**config.mk**
```make
export PLATFORM = sky130hd
export DESIGN_NAME = osc_freq_meter
export DESIGN_NICKNAME = d
export VERILOG_FILES = /design/src/rtl/osc_freq_meter.sv
export SDC_FILE = /design/constraint.sdc
export NUM_CORES = 1
export LEC_CHECK = 0
export ABC_AREA = 0
export BUFFER_PORTS_ARGS = -buffer_cell sky130_fd_sc_hd__buf_2
export CAP_MARGIN = 20
export CORE_MARGIN = 4
export CORE_UTILIZATION = 52
export DETAILED_ROUTE_END_ITERATION = 8
export PLACE_DENSITY_LB_ADDON = 0.25
export SYNTH_ARGS = -nofsm -noshare
export SYNTH_HDL_FRONTEND = slang
export SYNTH_SLANG_ARGS = --single-unit
```
**constraint.sdc**
```tcl
create_clock -name wb_clk_i -period 7.9 [get_ports wb_clk_i]
set_clock_uncertainty 0.1 [all_clocks]
set_input_delay 0.79 -clock wb_clk_i [delete_from_list [all_inputs] [get_ports wb_clk_i]]
set_output_delay 0.79 -clock wb_clk_i [all_outputs]
set_load 0.02 [all_outputs]
```
**src/rtl/osc_freq_meter.sv**
```systemverilog
// osc_freq_meter: settles a ring oscillator, then counts its rising edges
// over a programmable gate window of wb_clk_i cycles and reports the count.
// Ports: wb_clk_i clock; wb_rst_n sync active-low reset; start request;
//   win_len gate length; osc_in async oscillator; osc_en oscillator enable;
//   busy not idle; done result pulse; count/ovf last result and saturation.
// Option: define OSC_FREQ_METER_CONT_EN to add input cont, which chains
//   back-to-back gate windows without re-settling.
module osc_freq_meter #(
   parameter int CNT_W         = 16,
   parameter int WIN_W         = 16,
   parameter int SETTLE_CYCLES = 16
) (
   input  logic             wb_clk_i,
   input  logic             wb_rst_n,
   input  logic             start,
   input  logic [WIN_W-1:0] win_len,
   input  logic             osc_in,
`ifdef OSC_FREQ_METER_CONT_EN
   input  logic             cont,
`endif
   output logic             osc_en,
   output logic             busy,
   output logic             done,
   output logic [CNT_W-1:0] count,
   output logic             ovf
);

   localparam int ST_W = $clog2(SETTLE_CYCLES + 1);
   localparam logic [ST_W-1:0] ST_LAST = ST_W'(SETTLE_CYCLES - 1);

   typedef enum logic [1:0] {
      IDLE,
      SETTLE,
      COUNT,
      DONE
   } state_t;

   state_t state, state_nxt;

   logic             s1, s2, s3;
   logic             rise;
   logic [ST_W-1:0]  stmr;
   logic [WIN_W-1:0] wlen, wtmr;
   logic [CNT_W-1:0] acc, acc_nxt;
   logic             sat, sat_nxt;
   logic             settle_end, win_end, cont_go;

`ifdef OSC_FREQ_METER_CONT_EN
   assign cont_go = cont;
`else
   assign cont_go = 1'b0;
`endif

   // s1/s2 form the synchroniser; s3 only delays s2 for edge detection
   assign rise       = s2 & ~s3;
   assign settle_end = (stmr == ST_LAST);
   // a zero-length window still gets one counting cycle
   assign win_end    = (wlen == '0) || (wtmr == wlen - WIN_W'(1));

   always_ff @(posedge wb_clk_i) begin
      if (!wb_rst_n) state <= IDLE;
      else           state <= state_nxt;
   end

   always_comb begin
      state_nxt = state;
      busy      = 1'b1;
      done      = 1'b0;
      unique case (state)
         IDLE: begin
            busy = 1'b0;
            if (start) state_nxt = SETTLE;
         end
         SETTLE: if (settle_end) state_nxt = COUNT;
         COUNT:  if (win_end) state_nxt = DONE;
         DONE: begin
            done      = 1'b1;
            state_nxt = cont_go ? COUNT : IDLE;
         end
         default: state_nxt = IDLE;
      endcase
   end

   // saturating accumulate; sat marks an edge lost at all-ones
   always_comb begin
      acc_nxt = acc;
      sat_nxt = sat;
      if (rise) begin
         if (&acc) sat_nxt = 1'b1;
         else      acc_nxt = acc + CNT_W'(1);
      end
   end

   always_ff @(posedge wb_clk_i) begin
      if (!wb_rst_n) begin
         {s3, s2, s1} <= 3'b000;
         stmr   <= '0;
         wlen   <= '0;
         wtmr   <= '0;
         acc    <= '0;
         sat    <= 1'b0;
         osc_en <= 1'b0;
         count  <= '0;
         ovf    <= 1'b0;
      end else begin
         {s3, s2, s1} <= {s2, s1, osc_in};
         unique case (state)
            IDLE: begin
               if (start) begin
                  wlen   <= win_len;
                  stmr   <= '0;
                  osc_en <= 1'b1;
               end
            end
            SETTLE: begin
               stmr <= stmr + ST_W'(1);
               if (settle_end) begin
                  acc  <= '0;
                  sat  <= 1'b0;
                  wtmr <= '0;
               end
            end
            COUNT: begin
               acc  <= acc_nxt;
               sat  <= sat_nxt;
               wtmr <= wtmr + WIN_W'(1);
               // publish so the result is valid while done is high
               if (win_end) begin
                  count <= acc_nxt;
                  ovf   <= sat_nxt;
               end
            end
            DONE: begin
               if (cont_go) begin
                  acc  <= '0;
                  sat  <= 1'b0;
                  wtmr <= '0;
               end else begin
                  osc_en <= 1'b0;
               end
            end
         endcase
      end
   end

endmodule

```
==> reports/results.tsv <==
metric	value	unit
ys_async_sr_fraction	0	%
synth-edff-count	0	
grt_util_all_layers	18.7	%
reg2regPathDepth	11	
cp.arrival	3550	ps
powerDensity	238	nW/um2
cts_tree	built	
wl_met3	421	um
highest_layer	met4	
ys_warn_count	0	
grt_pass1_vias	3261	
cts_resized	0	
grt_pass1_wl	14800	um
cts_hold_buffers	0	
fp.dieW	96.7	um
peakVddDrop	0.000101	V
cap_violations	0	
post_cts_buffers	0	
gp_congestion	0.875	
areaGrowthSynthToFinish	10.3	%
drtAntennaViolNets	0	
htreeDepth	3	
ys_seq_area_share	37.7	%
synth_area	4090	um2
setup_violations	0	
cp-start-kind	flip-flop	
p_leak	1.84	nW
cp.required	8050	ps
core	7690	um2
power.total	1.07	mW
n_antenna_cell	0	
drive_gt1_share	12.7	%
multi_input_area	2400	um2
grt_overflow	0	
fin_nets	561	
die_h	96.7	um
met1_length	4270	um
fp.dieArea	9350	um2
crit_type	flip-flop to flip-flop	
wl_per_cell	13.6	um
first_iter_violations	190	
syn_area_per_cell	8.14	um2
ys_types	54	
syn_nets	532	
grt_max_degree	76	
finalHoldViolations	0	
initial_core_util	53.2	%
numClockSinks	77	
finalSetupTns	0	ps
wl_met2	3890	um
fin_crit	3400	ps
dp_hpwl	6070	um
register_area	1540	um2
antenna_found_initial	0	
hp-class	flip-flop to flip-flop	
critPathMaxFanout	18	
rsz0062_at_grt	false	
clock_path_buffers	2	
vias	3523	
port_buffers	39	
hold_depth	1	
drc_errors	0	
synth_flop_cell	dfxtp_1	
rows	32	
first_pass_iters	5	
ys_seq_elements	77	
nFillCells	732	
syn_inst	503	
clk_latency	350	ps
fmax	294	MHz
finalCritPeriodShare	43.0	%
cts_buffers	9	
status	finished, final reports clean	
finalMaxSlewViolations	0	
avgViaCountPerCell	5.51	
cts_root_buf	clkbuf_8	
holdWs	342	ps
end_kind	flip-flop	
path_clk_slew	80	ps
tightest_slew	959	ps
slew_headroom	35.2	%
pin_count	40	
drt_wl_total	8680	um
## flip-flops by register name, summed over array words and instances, names as in the netlist, 2 cells and up
name and count:
acc 16, state 2, wtmr 16, wlen 16, count 16, stmr 5
## worst max-delay path: stages, from the launching register on
cell	delay (ps)
dfxtp_1	370
inv_1	80
ha_1	190
or4b_2	680
nor4_4	250
xor2_1	120
o31ai_1	320
o211ai_1	160
o22ai_2	530
buf_8	240
nor2_1	60
a31o_2	200
## stage by stage
step / area [um2] / utilization (%) / setup WS (ps) / cells
finish: 4510 / 58.7 / 4500 / 639
global route: 4510 / 58.7 / 4230 / 639
CTS: 4500 / 58.5 / 4230 / 638
detailed placement: 4320 / 56.3 / 4250 / 622
global placement: 4320 / 56.3 / 4400 / 622
floorplan: 4090 / - / 5110 / 503
## cell usage after synthesis (all sizes together), types with 4 or more instances
cell	n	area [um2]
and3	14	87.6
mux2i	5	50.1
o211ai	4	30.0
nand3	24	120
nand4	7	43.8
and2	11	68.8
or3	6	37.5
o211a	7	70.1
nor2	33	124
ha	9	113
o21ai	32	160
clkbuf	21	80.1
nor2b	17	106
a22oi	12	90.1
xor2	23	201
a21boi	17	128
nor3	9	45.0
dfxtp	77	1540
xnor2	18	158
and4	4	35.0
nand2	80	300
a21oi	19	95.1
inv	12	45.0
## path summary, 6_finish.rpt
kind                        startpoint                endpoint  slack, ps
setup / recovery  wlen[0]$_SDFFE_PN0P_  count[14]$_SDFFE_PN0P_       4500
hold / removal           s1$_SDFF_PN0_           s2$_SDFF_PN0_        340
setup reg to reg  wlen[0]$_SDFFE_PN0P_  count[14]$_SDFFE_PN0P_       4500
hold reg to reg          s1$_SDFF_PN0_           s2$_SDFF_PN0_        340
## power by group
group,switching [mW],internal (mW),leakage [nW]
clock network,0.147,0.121,0.0922
logic,0.217,0.136,1.13
registers,0.0341,0.417,0.624
## cell type report
| type | count | share of cell area, % |
|---|---|---|
| multi-input cells | 390 | 53.2 |
| inverters | 12 | 0.998 |
| clock buffers | 10 | 3.05 |
| repair buffers | 42 | 4.99 |
| flip-flops and latches | 77 | 34.2 |
| clock inverters | 6 | 0.804 |
| well taps | 102 | 2.83 |
## layer usage
metal	GRT usage (%)	vias up
li1	-	1814
met1	24.8	1623
met2	30.0	77
met3	4.76	9
met4	5.83	0
met5	0	-
## cell usage in the layout (no fill, tap or decap), types with 18 or more instances in the layout
cell type / instances
buf_2: 39
o21ai_0: 32
xor2_1: 23
a21oi_1: 19
xnor2_1: 18
dfxtp_1: 77
nor2_1: 33
nand3_1: 24
nand2_1: 80
## logic make-up after synthesis
group           synth area share [%]
xor+xnor                        8.77
fa+ha+maj                       2.75
compound gates                  18.4
buf+inv                         3.70
flops                           37.7
simple gates                    27.2
mux                             1.50
Power figures use the tool's default switching activity.
